<file path="src/rtl/cache_control.sv">
// Control FSM for a 2-way set-associative write-back L1 cache: hit service, dirty-victim
// writeback and line allocation, plus saturating hit/miss statistics.
module cache_control #(
    parameter int unsigned CNT_WIDTH = 16
) (
    input  logic                 i_clk,
    input  logic                 i_rst,
    input  logic                 i_mem_read,
    input  logic                 i_mem_write,
    input  logic                 i_hit0,
    input  logic                 i_hit1,
    input  logic                 i_lru,
    input  logic                 i_victim_dirty,
    input  logic                 i_pmem_resp,
    output logic                 o_mem_resp,
    output logic                 o_pmem_read,
    output logic                 o_pmem_write,
    output logic                 o_pmem_address_sel,
    output logic                 o_way_sel,
    output logic                 o_load_data0,
    output logic                 o_load_data1,
    output logic                 o_data_in_sel,
    output logic                 o_load_tag0,
    output logic                 o_load_tag1,
    output logic                 o_set_dirty0,
    output logic                 o_set_dirty1,
    output logic                 o_clr_dirty0,
    output logic                 o_clr_dirty1,
    output logic                 o_load_lru,
    output logic                 o_lru_in,
    output logic [CNT_WIDTH-1:0] o_hit_count,
    output logic [CNT_WIDTH-1:0] o_miss_count
);

    typedef enum logic [1:0] {StIdle, StWriteback, StAllocate} state_e;

    localparam logic [CNT_WIDTH-1:0] CntMax = '1;

    state_e               r_state;
    logic                 r_miss_pend;
    logic [CNT_WIDTH-1:0] r_hit_count;
    logic [CNT_WIDTH-1:0] r_miss_count;

    logic w_req;
    logic w_hit;

    assign w_req        = i_mem_read | i_mem_write;
    assign w_hit        = i_hit0 | i_hit1;
    assign o_hit_count  = r_hit_count;
    assign o_miss_count = r_miss_count;

    always_ff @(posedge i_clk) begin
        if (i_rst) begin
            r_state      <= StIdle;
            r_miss_pend  <= 1'b0;
            r_hit_count  <= '0;
            r_miss_count <= '0;
        end else begin
            case (r_state)
                StIdle: begin
                    if (!w_req) begin
                        r_miss_pend <= 1'b0;
                    end else if (w_hit) begin
                        // A hit that follows our own allocation is not a new hit.
                        r_miss_pend <= 1'b0;
                        if (!r_miss_pend && r_hit_count != CntMax) begin
                            r_hit_count <= r_hit_count + 1'b1;
                        end
                    end else begin
                        r_miss_pend <= 1'b1;
                        if (r_miss_count != CntMax) begin
                            r_miss_count <= r_miss_count + 1'b1;
                        end
                        r_state <= i_victim_dirty ? StWriteback : StAllocate;
                    end
                end
                StWriteback: begin
                    if (i_pmem_resp) begin
                        r_state <= w_req ? StAllocate : StIdle;
                    end
                end
                StAllocate: begin
                    if (i_pmem_resp) begin
                        r_state <= StIdle;
                    end
                end
                default: r_state <= StIdle;
            endcase
        end
    end

    always_comb begin
        o_mem_resp         = 1'b0;
        o_pmem_read        = 1'b0;
        o_pmem_write       = 1'b0;
        o_pmem_address_sel = 1'b0;
        o_way_sel          = 1'b0;
        o_load_data0       = 1'b0;
        o_load_data1       = 1'b0;
        o_data_in_sel      = 1'b0;
        o_load_tag0        = 1'b0;
        o_load_tag1        = 1'b0;
        o_set_dirty0       = 1'b0;
        o_set_dirty1       = 1'b0;
        o_clr_dirty0       = 1'b0;
        o_clr_dirty1       = 1'b0;
        o_load_lru         = 1'b0;
        o_lru_in           = 1'b0;
        case (r_state)
            StIdle: begin
                if (w_req && w_hit) begin
                    o_mem_resp = 1'b1;
                    o_way_sel  = i_hit1;
                    o_load_lru = 1'b1;
                    o_lru_in   = ~i_hit1;
                    if (i_mem_write) begin
                        o_data_in_sel = 1'b0;
                        o_load_data0  = ~i_hit1;
                        o_load_data1  = i_hit1;
                        o_set_dirty0  = ~i_hit1;
                        o_set_dirty1  = i_hit1;
                    end
                end
            end
            StWriteback: begin
                o_pmem_write       = 1'b1;
                o_pmem_address_sel = 1'b1;
                o_way_sel          = i_lru;
            end
            StAllocate: begin
                o_pmem_read        = 1'b1;
                o_pmem_address_sel = 1'b0;
                if (i_pmem_resp) begin
                    o_data_in_sel = 1'b1;
                    o_load_data0  = ~i_lru;
                    o_load_data1  = i_lru;
                    o_load_tag0   = ~i_lru;
                    o_load_tag1   = i_lru;
                    o_clr_dirty0  = ~i_lru;
                    o_clr_dirty1  = i_lru;
                end
            end
            default: ;
        endcase
    end

endmodule

</file>
<file path="config.mk">
export PLATFORM = sky130hd
export DESIGN_NAME = cache_control
export DESIGN_NICKNAME = d
export VERILOG_FILES = /design/src/rtl/cache_control.sv
export SDC_FILE = /design/constraint.sdc
export NUM_CORES = 1
export LEC_CHECK = 0
export ABC_AREA = 1
export CAP_MARGIN = 20
export CORE_ASPECT_RATIO = 1.75
export CORE_UTILIZATION = 52
export DETAILED_ROUTE_END_ITERATION = 16
export PLACE_DENSITY = 0.82
export RECOVER_POWER = 25
export REMOVE_ABC_BUFFERS = 1
export SLEW_MARGIN = 20
export SYNTH_ARGS = -nofsm -noshare
export SYNTH_HDL_FRONTEND = slang
export SYNTH_SLANG_ARGS = --single-unit
</file>
<file path="constraint.sdc">
create_clock -name i_clk -period 3.8 [get_ports i_clk]
set_clock_uncertainty 0.1 [all_clocks]
set_input_delay 0.76 -clock i_clk [delete_from_list [all_inputs] [get_ports i_clk]]
set_output_delay 0.76 -clock i_clk [all_outputs]
set_load 0.01 [all_outputs]
</file>
==> results of run 1 <==
[flip-flops by register name (all words and copies together), names as in the netlist]
name	count
o_hit_count	16
o_miss_count	16
r_state	2
r_miss_pend	1
[logic make-up (layout without fill, tap and decap cells)]
group                      Yosys count  in the layout  share of synthesized area [%]
DFF                                 35             35                           32.4
AOI/OAI and AO/OA                   40             40                           11.0
and+or+nand+nor                    213            213                           43.2
adders and majority gates            2              2                           1.16
buffers and inverters               41             95                           9.37
xor gates and xnor gates             7              7                           2.84
[cell usage after synthesis, drive strengths merged]
cell type  count  area share (%)
a21oi         29             8.4
and2           2            0.64
buf           10             3.8
clkbuf         1            0.17
clkinv         1            0.23
dfxtp         35              32
ha             2             1.2
inv           29             5.2
nand2        111              21
nand3         21             4.9
nand4         10             2.9
nor2          64              13
nor3           3            0.69
o21ai         11             2.5
or2            2            0.58
xnor2          4             1.6
xor2           3             1.2
[how the worst max path moves through the flow]
stage,from,end,slack (ns),depth (start not counted)
2_1_floorplan,i_pmem_resp,o_load_data0,1.36,5
3_3_place_gp,i_hit1,o_load_data0,0.58,7
3_5_place_dp,i_hit1,o_load_data0,0.56,7
4_1_cts,i_mem_write,o_load_data0,0.56,7
5_1_grt,i_hit1,o_load_data0,0.30,7
6_report,i_hit1,o_load_data0,0.43,7
[through the flow]
stage                     area, sq um  total power, mW  setup slack (ns)
after floorplan                  2080            0.450              1.36
after global placement           2700            0.507             0.582
after detailed placement         2700            0.509             0.557
after CTS                        2820            0.861             0.559
after global routing             2790            0.875             0.300
final                            2790            0.845             0.432
[layer usage]
metal  part of all wire, %  track usage [%]
met1                    39             24.7
met2                    57             51.0
met3                   2.3             4.54
met4                   2.3             11.6
met5                     0                0
[area by class of cell]
| type | count | share of cell area (%) |
|---|---|---|
| Clock buffer | 6 | 2.96 |
| Clock inverter | 2 | 1.26 |
| Inverter | 30 | 4.13 |
| Multi-Input combinational cell | 262 | 44.0 |
| Sequential cell | 35 | 25.1 |
| Tap cell | 48 | 2.16 |
| Timing Repair Buffer | 57 | 20.4 |
[power breakdown]
part	switching [mW]	leakage (nW)	internal [mW]	total, mW
clock	0.141	0.0612	0.212	0.354
combinational	0.0630	0.694	0.0463	0.109
sequential	0.00855	0.283	0.374	0.382
[tightest hold or removal path, cell delays in order (launching register included)]
cell and delay, ns:
dfxtp_1 0.31, nand2_1 0.06, a21oi_1 0.05
==> run_results.csv, run 1 <==
group,metric,value,unit
worst_setup_path,cp_top_family,"buffers and inverters",
final_layout,fin_util,70.7,%
die,start_util,54.9,%
routing,routed_wl,5290,microns
power_and_ir_drop,peakVddDrop,0.000326,V
logic_synthesis,synth_warnings,0,
power_and_ir_drop,power.leakage,1.04,nW
clock_network,cts_hold_buf,0,
worst_setup_path,worstPathCellList,"dlygate4sd3_1 -> nor2_1 -> clkinv_1 -> nand2_1 -> nor3_1 -> or2_2 -> clkdlybuf4s50_1",
global_routing,first_global_vias,2085,
placed_design,gp_congestion,0.791,
sta,grt_setup_unrepaired,"no",
sta,setup_violations,0,
sta,hold_ws,0.369,ns
clock_network,cts_resized,0,
worst_setup_path,r2r-start,"o_hit_count[1]",
global_routing,antenna_found_initial,0,
worst_setup_path,startpoint_type,"input pin",
logic_synthesis,synth_seq_cells,35,
clock_network,numCtsBuffers,5,
sta,tightest_slew,0.561,ns
clock_network,cts_sinks,35,
flow_run,drv_cap,0,
worst_setup_path,ff2ff_path_depth,10,
worst_setup_path,end_kind,"primary output",
logic_synthesis,synth_cells,338,
final_layout,layout_commonest_cell,"nand2_1",
status,status,"completed",
clock_network,insertion_delay,0.30,ns
sta,fin_tns_setup,0,ns
worst_setup_path,rr_endpoint,"o_hit_count[5]",
global_routing,grt-ovfl-total,0,
routing,wl_per_cell,12.0,microns
sta,slew_headroom,62.5,%
worst_setup_path,slowest_delay,0.58,ns
global_routing,grt_pass1_wl,8680,microns
worst_setup_path,crit_slowest_cell,"dlygate4sd3_1",
routing,vias,2300,
final_layout,multi_input_area,1220,sq um
placed_design,hpwl,4010,microns
hold_path,hold_path_depth,2,
logic_synthesis,syn_area,2160,sq um
hold_path,min_from,"r_miss_pend",
worst_setup_path,crit_type,"input pin to primary output",
global_routing,grt_max_degree,25,
final_layout,fin_nets,402,
clock_network,cts.clk_slew.worst_paths,0.07,ns
global_routing,grt_use_total,25.8,%
die,dieArea,4430,sq um
sta,report.final.slew_viol_count,0,
routing,drtIter0Drc,74,
clock_network,htree_levels,2,
sta,max_freq,0.297,GHz
clock_network,cts_tree,"built",
hold_path,min_to,"r_miss_pend",
clock_network,cts_root_buf,"clkbuf_8",
routing,drt_drc_violations_left,0,
routing,ant_nets,0,
die,rows,30,
clock_network,post_cts_buffers,0,
placed_design,portBuffers,56,
placed_design,place_inst,432,
sta,finalHoldViolations,0,
logic_synthesis,syn_avg_cell_area,6.40,sq um
logic_synthesis,yosysUniqueCellTypes,29,
die,die_x,50.7,microns
worst_setup_path,required,2.94,ns
final_layout,fin_cells,440,
worst_setup_path,r2r_slack,1.05,ns
die,core,3940,sq um
final_layout,regArea,701,sq um
final_layout,fill_cells,340,
sta,finalCritPeriodShare,88.6,%
worst_setup_path,critPathBufInv,3,
routing,routed_via_density,5.23,
final_layout,syn2layout_area_growth,28.9,%
clock_network,ctsLongestPathBuffers,2,
sta,layout_min_cycle_time,3.37,ns
routing,first_pass_iters,4,
power_and_ir_drop,powerDensity,303,nW/um^2
worst_setup_path,worst-path-max-fanout,4,
die,die_h,87.3,microns
final_layout,final_layout_size_suffix_gt1_share,9.69,%
worst_setup_path,cp.arrival,2.51,ns
final_layout,final_cell_mix,"nand2_1 (106), nor2_1 (59), clkdlybuf4s50_1 (46)",
hold_path,hold_path_class,"register to register",
final_layout,n_antenna_cell,0,
logic_synthesis,yosysSeqAreaShare,32.4,%
die,ios,57,
No activity file was read; power rests on OpenSTA's default activity.
==> run 2: changes to the inputs <==
--- a/constraint.sdc
+++ b/constraint.sdc
@@ -3,3 +3,3 @@
 set_input_delay 0.76 -clock i_clk [delete_from_list [all_inputs] [get_ports i_clk]]
 set_output_delay 0.76 -clock i_clk [all_outputs]
-set_load 0.01 [all_outputs]
+set_load 0.05 [all_outputs]
==> run_results.csv, run 2 (same netlist as run 1, synthesis figures left out) <==
group,metric,value,unit
routing,vias,2302,
sta,slew_headroom,63.3,%
power_and_ir_drop,finalPower,0.884,mW
clock_network,cts_resized,0,
final_layout,final_layout_size_suffix_gt1_share,9.44,%
clock_network,cts_tree,"built",
routing,routed_wl,5310,microns
clock_network,ctsLongestPathBuffers,2,
global_routing,first_global_vias,2044,
routing,wl_per_cell,12.1,microns
die,dieArea,4430,sq um
global_routing,grt-ovfl-total,0,
die,rows,30,
sta,layout_min_cycle_time,3.50,ns
final_layout,syn2layout_area_growth,28.4,%
sta,report.final.slew_viol_count,0,
clock_network,insertion_delay,0.28,ns
global_routing,grt_use_total,24.9,%
status,status,"completed",
power_and_ir_drop,powerDensity,318,nW/um^2
worst_setup_path,crit_type,"input pin to primary output",
sta,tightest_slew,0.549,ns
routing,routed_via_density,5.23,
final_layout,fill_cells,348,
clock_network,cts.clk_slew.worst_paths,0.07,ns
flow_run,drv_cap,0,
placed_design,gp_congestion,0.790,
final_layout,fin_nets,402,
global_routing,grt_pass1_wl,8450,microns
clock_network,cts_sinks,35,
sta,grt_setup_unrepaired,"no",
placed_design,hpwl,4050,microns
placed_design,place_area,2700,sq um
worst_setup_path,worst-path-max-fanout,4,
die,die_h,87.3,microns
sta,fin_tns_setup,0,ns
sta,hold_ws,0.376,ns
final_layout,layout_commonest_cell,"nand2_1",
die,ios,57,
sta,max_freq,0.285,GHz
final_layout,n_antenna_cell,0,
sta,finalCritPeriodShare,92.2,%
clock_network,post_cts_buffers,0,
worst_setup_path,startpoint_type,"input pin",
final_layout,fin_util,70.4,%
clock_network,numCtsBuffers,5,
die,start_util,54.9,%
clock_network,cts_hold_buf,0,
global_routing,grt_max_degree,25,
sta,finalHoldViolations,0,
clock_network,htree_levels,2,
clock_network,cts_root_buf,"clkbuf_8",
routing,drt_drc_violations_left,0,
die,die_x,50.7,microns
die,core,3940,sq um
sta,setup_violations,0,
placed_design,portBuffers,56,
worst_setup_path,required,2.94,ns
power_and_ir_drop,power.leakage,1.01,nW
worst_setup_path,end_kind,"primary output",
routing,first_pass_iters,5,
final_layout,final_cell_mix,"nand2_1 (106), nor2_1 (59), clkdlybuf4s50_1 (54)",
power_and_ir_drop,peakVddDrop,0.000289,V
worst_setup_path,r2r_slack,1.05,ns
routing,ant_nets,0,
routing,drtIter0Drc,46,
worst_setup_path,cp.arrival,2.64,ns
global_routing,antenna_found_initial,0,
hold_path,hold_path_class,"register to register",
final_layout,design_area,2780,sq um
-- run 2: metrics by stage --
step,worst slack [ns],std cells
5_1_grt,0.226,440
3_3_place_gp,0.397,432
2_1_floorplan,-0.396,327
6_report,0.297,440
3_5_place_dp,0.289,432
4_1_cts,0.343,440
-- run 2: cell type report --
cell class | count | area [sq um] | area share (%)
multi-input cells | 262 | 1220 | 43.8
flip-flops and latches | 35 | 701 | 25.2
repair buffers | 57 | 566 | 20.4
inverters | 30 | 115 | 4.15
clock buffers | 6 | 82.6 | 2.97
well taps | 48 | 60.1 | 2.16
clock inverters | 2 | 35.0 | 1.26
-- run 2: where the power goes --
group	leakage [nW]	internal, mW	switching, mW
clock network	0.0612	0.212	0.136
logic	0.665	0.0462	0.107
registers	0.283	0.374	0.00861
total	1.01	0.632	0.252
-- run 2: critical path, cell delays in order --
cell	delay, ns
dlygate4sd3_1	0.60
nor2_1	0.08
clkinv_1	0.06
nand2_1	0.08
nor3_1	0.20
clkdlybuf4s50_1	0.86
-- run 2: per-layer routing --
| layer | up-vias | GRT usage [%] | wire length [microns] |
|---|---|---|---|
| li1 | 1178 | - | - |
| met1 | 1051 | 23.1 | 2000 |
| met2 | 63 | 50.4 | 3030 |
| met3 | 10 | 4.71 | 175 |
| met4 | 0 | 10.1 | 101 |
| met5 | - | 0 | 0 |
-- run 2: path summary, 6_finish.rpt --
kind / from / end / cells past startpoint
min reg2reg: r_miss_pend / r_miss_pend / 2
max reg2reg: o_hit_count[1] / o_hit_count[9] / 10
max: i_hit1 / o_set_dirty0 / 6
min: r_miss_pend / r_miss_pend / 2
==> run 3: changes to the inputs <==
- CTS_CLUSTER_DIAMETER: not set -> 200
==> results of run 3 <==
Final layout, timing and power as in run 2 (identical DEF).
==> RTL edit 1 (flow settings as in run 2) <==
Change the parameter `CNT_WIDTH` from 16 to 32.
--- a/src/rtl/cache_control.sv
+++ b/src/rtl/cache_control.sv
@@ -1,7 +1,7 @@
 // Control FSM for a 2-way set-associative write-back L1 cache: hit service, dirty-victim
 // writeback and line allocation, plus saturating hit/miss statistics.
 module cache_control #(
-    parameter int unsigned CNT_WIDTH = 16
+    parameter int unsigned CNT_WIDTH = 32
 ) (
     input  logic                 i_clk,
     input  logic                 i_rst,
Ports: changed (resized o_hit_count and o_miss_count); port bits go from 57 to 89. The function was not compared with the original's and may differ.
==> RTL edit 1 against run 2 <==
The flow now finishes with violations (max-capacitance violations, max-slew violations). Synthesized area rose by 110%. Setup slack got worse by 0.040 ns. Power rose by 99%. Via count rose by 120%. Clock power rose by 140%. Critical path depth rose by 1. Sequential cell count rose by 32. Register-to-register slack got worse by 0.13 ns. Design area rose by 100%. Routed wire length rose to 2.6 times the old value. Non-clock buffer count rose by 36. Die area rose by 100%. Critical endpoint is now o_load_data1.
==> RTL edit 1: results (changes against run 2) <==
Run status:
- The flow ran to the end, but the final reports show violations.
- The checks that failed: max-capacitance violations, max-slew violations.

Logic synthesis:
- The mean cell area of the mapped netlist is 6.093 um2 (-4.7%).
- In the synthesized netlist, the cells that appear most often are sky130_fd_sc_hd__nand2_1, sky130_fd_sc_hd__nor2_1, sky130_fd_sc_hd__dfxtp_1.
- The count of different cell masters after synthesis came to 30 (+3.4%).

Placement:
- The routability congestion estimate is 0.9354 (+18%).
- The sum of net half-perimeters after detailed placement came to 9915 um (+140%).
- The number of buffers inserted by port buffering is 88 (+57%).
- The placed cell count is 916 (+110%).
- The pre-CTS worst setup slack is 0.2996 ns (+0.01014 ns).

Clocking:
- The post-CTS clock slew at the launch and capture registers of the worst setup and hold paths is 0.05 ns (-0.02 ns).
- The total CTS buffers is 9 (+4).

Power and ir drop:
- The clock network power share is 47.8% (+8.4 points).
- The worst ir drop on vdd was 295.7 uV (+2.3%).
- The static leakage is 1.921 nW (+90%).
- The relative contribution of sequential cells to total power came to 40.8% (-2.4 points).

Timing:
- The number of max-slew violations in the final report came to 59 (+59).

Layout:
- The number of nets in the final layout came to 823 (+100%).
- The fraction of layout cells with a size suffix above 1 is 6.863% (-2.6 points).

Run:
- The max-cap violation count came to 2 (+2).

Route:
- The count of TritonRoute iterations in the first routing pass is 6 (+1).
- The DRC marker count from the first detailed-route iteration is 331 (+620%).
- The routed wire length per instance is 14.54 um (+21%).

Global routing:
- The number of global-route vias before repair is 4,850 (+140%).
- The overall global routing resource usage is 31.56% (+6.6 points).

Worst setup path:
- The arrival time of data at the critical path endpoint is 2.68 ns (+0.04 ns).
==> RTL edit 1: layout make-up <==
| class | instances | area (um2) |
|---|---|---|
| Multi-Input combinational cell | 598 | 2786 |
| Tap cell | 115 | 143.9 |
| Timing Repair Buffer | 93 | 895.9 |
| Inverter | 43 | 161.4 |
| Sequential cell | 67 | 1341 |
| Fill cell | 742 | 2689 |
| Clock inverter | 2 | 35.03 |
| Clock buffer | 13 | 260.3 |
==> RTL edit 1: tightest hold or removal path, delay by kind of cell (launching register included) <==
| kind | cells | cell delay, ns |
|---|---|---|
| DFF | 1 | 0.33 |
| and+or+nand+nor | 2 | 0.13 |
==> RTL edit 1: kinds of logic after synthesis <==
family,count (synthesis),share of synthesized area [%]
compound gates,64,8.270
xor+xnor,27,5.317
fa+ha+maj,2,0.5625
buf+inv,65,7.032
flops,67,30.15
simple gates,505,48.66
==> RTL edit 1: through the flow <==
stage                     instance area, um2  hold WS, ns  total power, W  TNS (ns)
after global placement                  5349       0.3989       0.0009335         0
after global routing                    5624       0.4473        0.001811         0
after floorplan                         4297       0.4009       0.0008535    -3.101
final                                   5624       0.3872        0.001761         0
after detailed placement                5349       0.4075       0.0009380         0
after CTS                               5644       0.4172        0.001771         0
==> RTL edit 1: worst paths after layout <==
kind | start | slack [ns] | endpoint
setup reg to reg | o_hit_count[0] | 0.92 | o_hit_count[5]
hold reg to reg | r_miss_pend | 0.39 | r_miss_pend
hold / removal | r_miss_pend | 0.39 | r_miss_pend
setup / recovery | i_pmem_resp | 0.26 | o_load_data1
==> RTL edit 1: routing by layer <==
| layer | wire length, um | global-route usage (%) |
|---|---|---|
| met5 | 0 | 0 |
| met4 | 767 | 19.61 |
| met3 | 441 | 5.016 |
| met2 | 7238 | 57.33 |
| met1 | 5087 | 32.49 |
==> RTL edit 2 (settings of run 2) <==
Without the edit above. Make the reset (`i_rst`) asynchronous in one clocked block.
--- a/src/rtl/cache_control.sv
+++ b/src/rtl/cache_control.sv
@@ -49,7 +49,7 @@
     assign o_hit_count  = r_hit_count;
     assign o_miss_count = r_miss_count;
 
-    always_ff @(posedge i_clk) begin
+    always_ff @(posedge i_clk or posedge i_rst) begin
         if (i_rst) begin
             r_state      <= StIdle;
             r_miss_pend  <= 1'b0;
Formal check against the unedited RTL: differs if i_rst is asserted again (counterexample within 4 cycles, from zero or initial values and one cycle with i_rst high); with i_rst held inactive, the same outputs for 10 cycles.
==> RTL edit 2 against run 2 <==
The flow now finishes with violations (max-capacitance violations, max-slew violations). Setup slack improved by 0.034 ns. Register-to-register slack improved by 0.75 ns. Routed wire length increased by 4.0%. Design area increased by 6.3%. Synthesized area increased by 6.6%. Sequential cell count unchanged.
Power is not compared: it rests on default switching activity, and its combinational part moved more than twofold at a synthesized area within 25%.
==> RTL edit 2: results (changes against run 2) <==
Placement:
- The cell area reported after detailed placement was 2873 um2 (+6.3%).
- The pre-CTS worst setup slack came to 0.3452 ns (+0.05570 ns).
- The routability congestion estimate was 0.8171 (+3.5%).

Timing:
- The headroom to the max-slew limit is -29.77% (-93 points).
- The worst hold margin is 0.4422 ns (+0.06595 ns).
- The number of max-slew violations in the final report is 36 (+36).
- The highest achievable clock rate is 288.2 MHz (+0.98%).

Global routing:
- The number of global-route vias before repair was 2,191 (+7.2%).
- The met2 routing resource usage after global routing is 45.78% (-4.6 points).
- The overall global routing resource usage came to 25.43% (+0.52 points).
- The largest net degree at the start of global routing is 36 (+44%).
- The met3 usage came to 4.738% (+0.026 points).
- The met1 capacity usage during global routing was 26.21% (+3.1 points).
- The global-route wire length before repair was 9266 um (+9.6%).

Run status:
- The run finished, with violations left.
- The final reports fail on max-capacitance violations, max-slew violations.

Worst setup path:
- The largest fanout on the critical path was 3 (-1).
- The minimum setup slack among reg-to-reg paths is 1.80 ns (+0.75 ns).
- The arrival time of data at the critical path endpoint is 2.61 ns (-0.03 ns).

Route:
- The count of TritonRoute iterations in the first routing pass is 4 (-1).
- The DRC marker count from the first detailed-route iteration was 67 (+46%).
- The count of vias placed by the detailed router came to 2,292 (-0.43%).
- The detailed router used layers up to and including met4.
- The routed length on met1 came to 2070 um (+3.6%).
- The met3 routed wirelength is 219 um (+25%).
- The total wire length is 5518 um (+4.0%).
- The sum of met2 wire segment lengths after detailed routing is 3090 um (+2.0%).

Clocking:
- The tree is rooted in a sky130_fd_sc_hd__clkbuf_8.

Logic synthesis:
- After synthesis, the cell types taking the most area are sky130_fd_sc_hd__dfrtp_1, sky130_fd_sc_hd__nand2_1, sky130_fd_sc_hd__nor2_1.
- In the synthesized netlist the dominant register cell turns out to be sky130_fd_sc_hd__dfrtp_1.
- The count of different cell masters after synthesis is 26 (-10%).
- The fraction of registers with async set or reset after synthesis is 100.0% (+100 points).

Layout:
- The number of nets in the final layout is 408 (+1.5%).
- The fraction of layout cells with a size suffix above 1 is 6.030% (-3.4 points).

Run:
- The max-cap violation count is 1 (+1).
## RTL edit 2: cell families (layout without fill, tap and decap cells)
kind of cell / count (synthesis) / count (layout) / synth area share [%]
compound gates: 20 / 20 / 4.886
xor+xnor: 15 / 15 / 5.700
fa+ha+maj: 2 / 2 / 1.086
buf+inv: 48 / 105 / 9.120
flops: 35 / 35 / 38.00
simple gates: 221 / 221 / 41.20
## RTL edit 2: final timing paths
path / from / to / cells after the start
max: i_pmem_resp / o_load_data1 / 7
min: r_miss_pend / r_miss_pend / 2
max reg2reg: o_miss_count[0] / o_miss_count[4] / 9
min reg2reg: r_miss_pend / r_miss_pend / 2
max in group asynchronous: i_rst / o_miss_count[13] / 3
min in group asynchronous: i_rst / o_miss_count[15] / 3
## RTL edit 2: area by class of cell
| class | instances | area (um2) |
|---|---|---|
| fill | 348 | 1239 |
| multi-input combinational | 258 | 1219 |
| sequential | 35 | 875.8 |
| timing repair buffer | 58 | 566.8 |
| inverter | 39 | 146.4 |
| clock buffer | 7 | 76.32 |
| tap | 49 | 61.31 |
| clock inverter | 1 | 5.005 |
## RTL edit 2: critical path, stage by stage
cell and delay, ns:
sky130_fd_sc_hd__clkdlybuf4s50_1 0.49, sky130_fd_sc_hd__inv_1 0.06, sky130_fd_sc_hd__nor2_1 0.14, sky130_fd_sc_hd__inv_1 0.09
sky130_fd_sc_hd__nor2_1 0.15, sky130_fd_sc_hd__or2_2 0.13, sky130_fd_sc_hd__clkdlybuf4s50_1 0.79
## RTL edit 2: per-stage QoR
| stage | instances | TNS (ns) |
|---|---|---|
| after floorplan | 332 | -0.4896 |
| after global placement | 439 | 0 |
| after detailed placement | 439 | 0 |
| after CTS | 447 | 0 |
| after global routing | 447 | 0 |
| final | 447 | 0 |
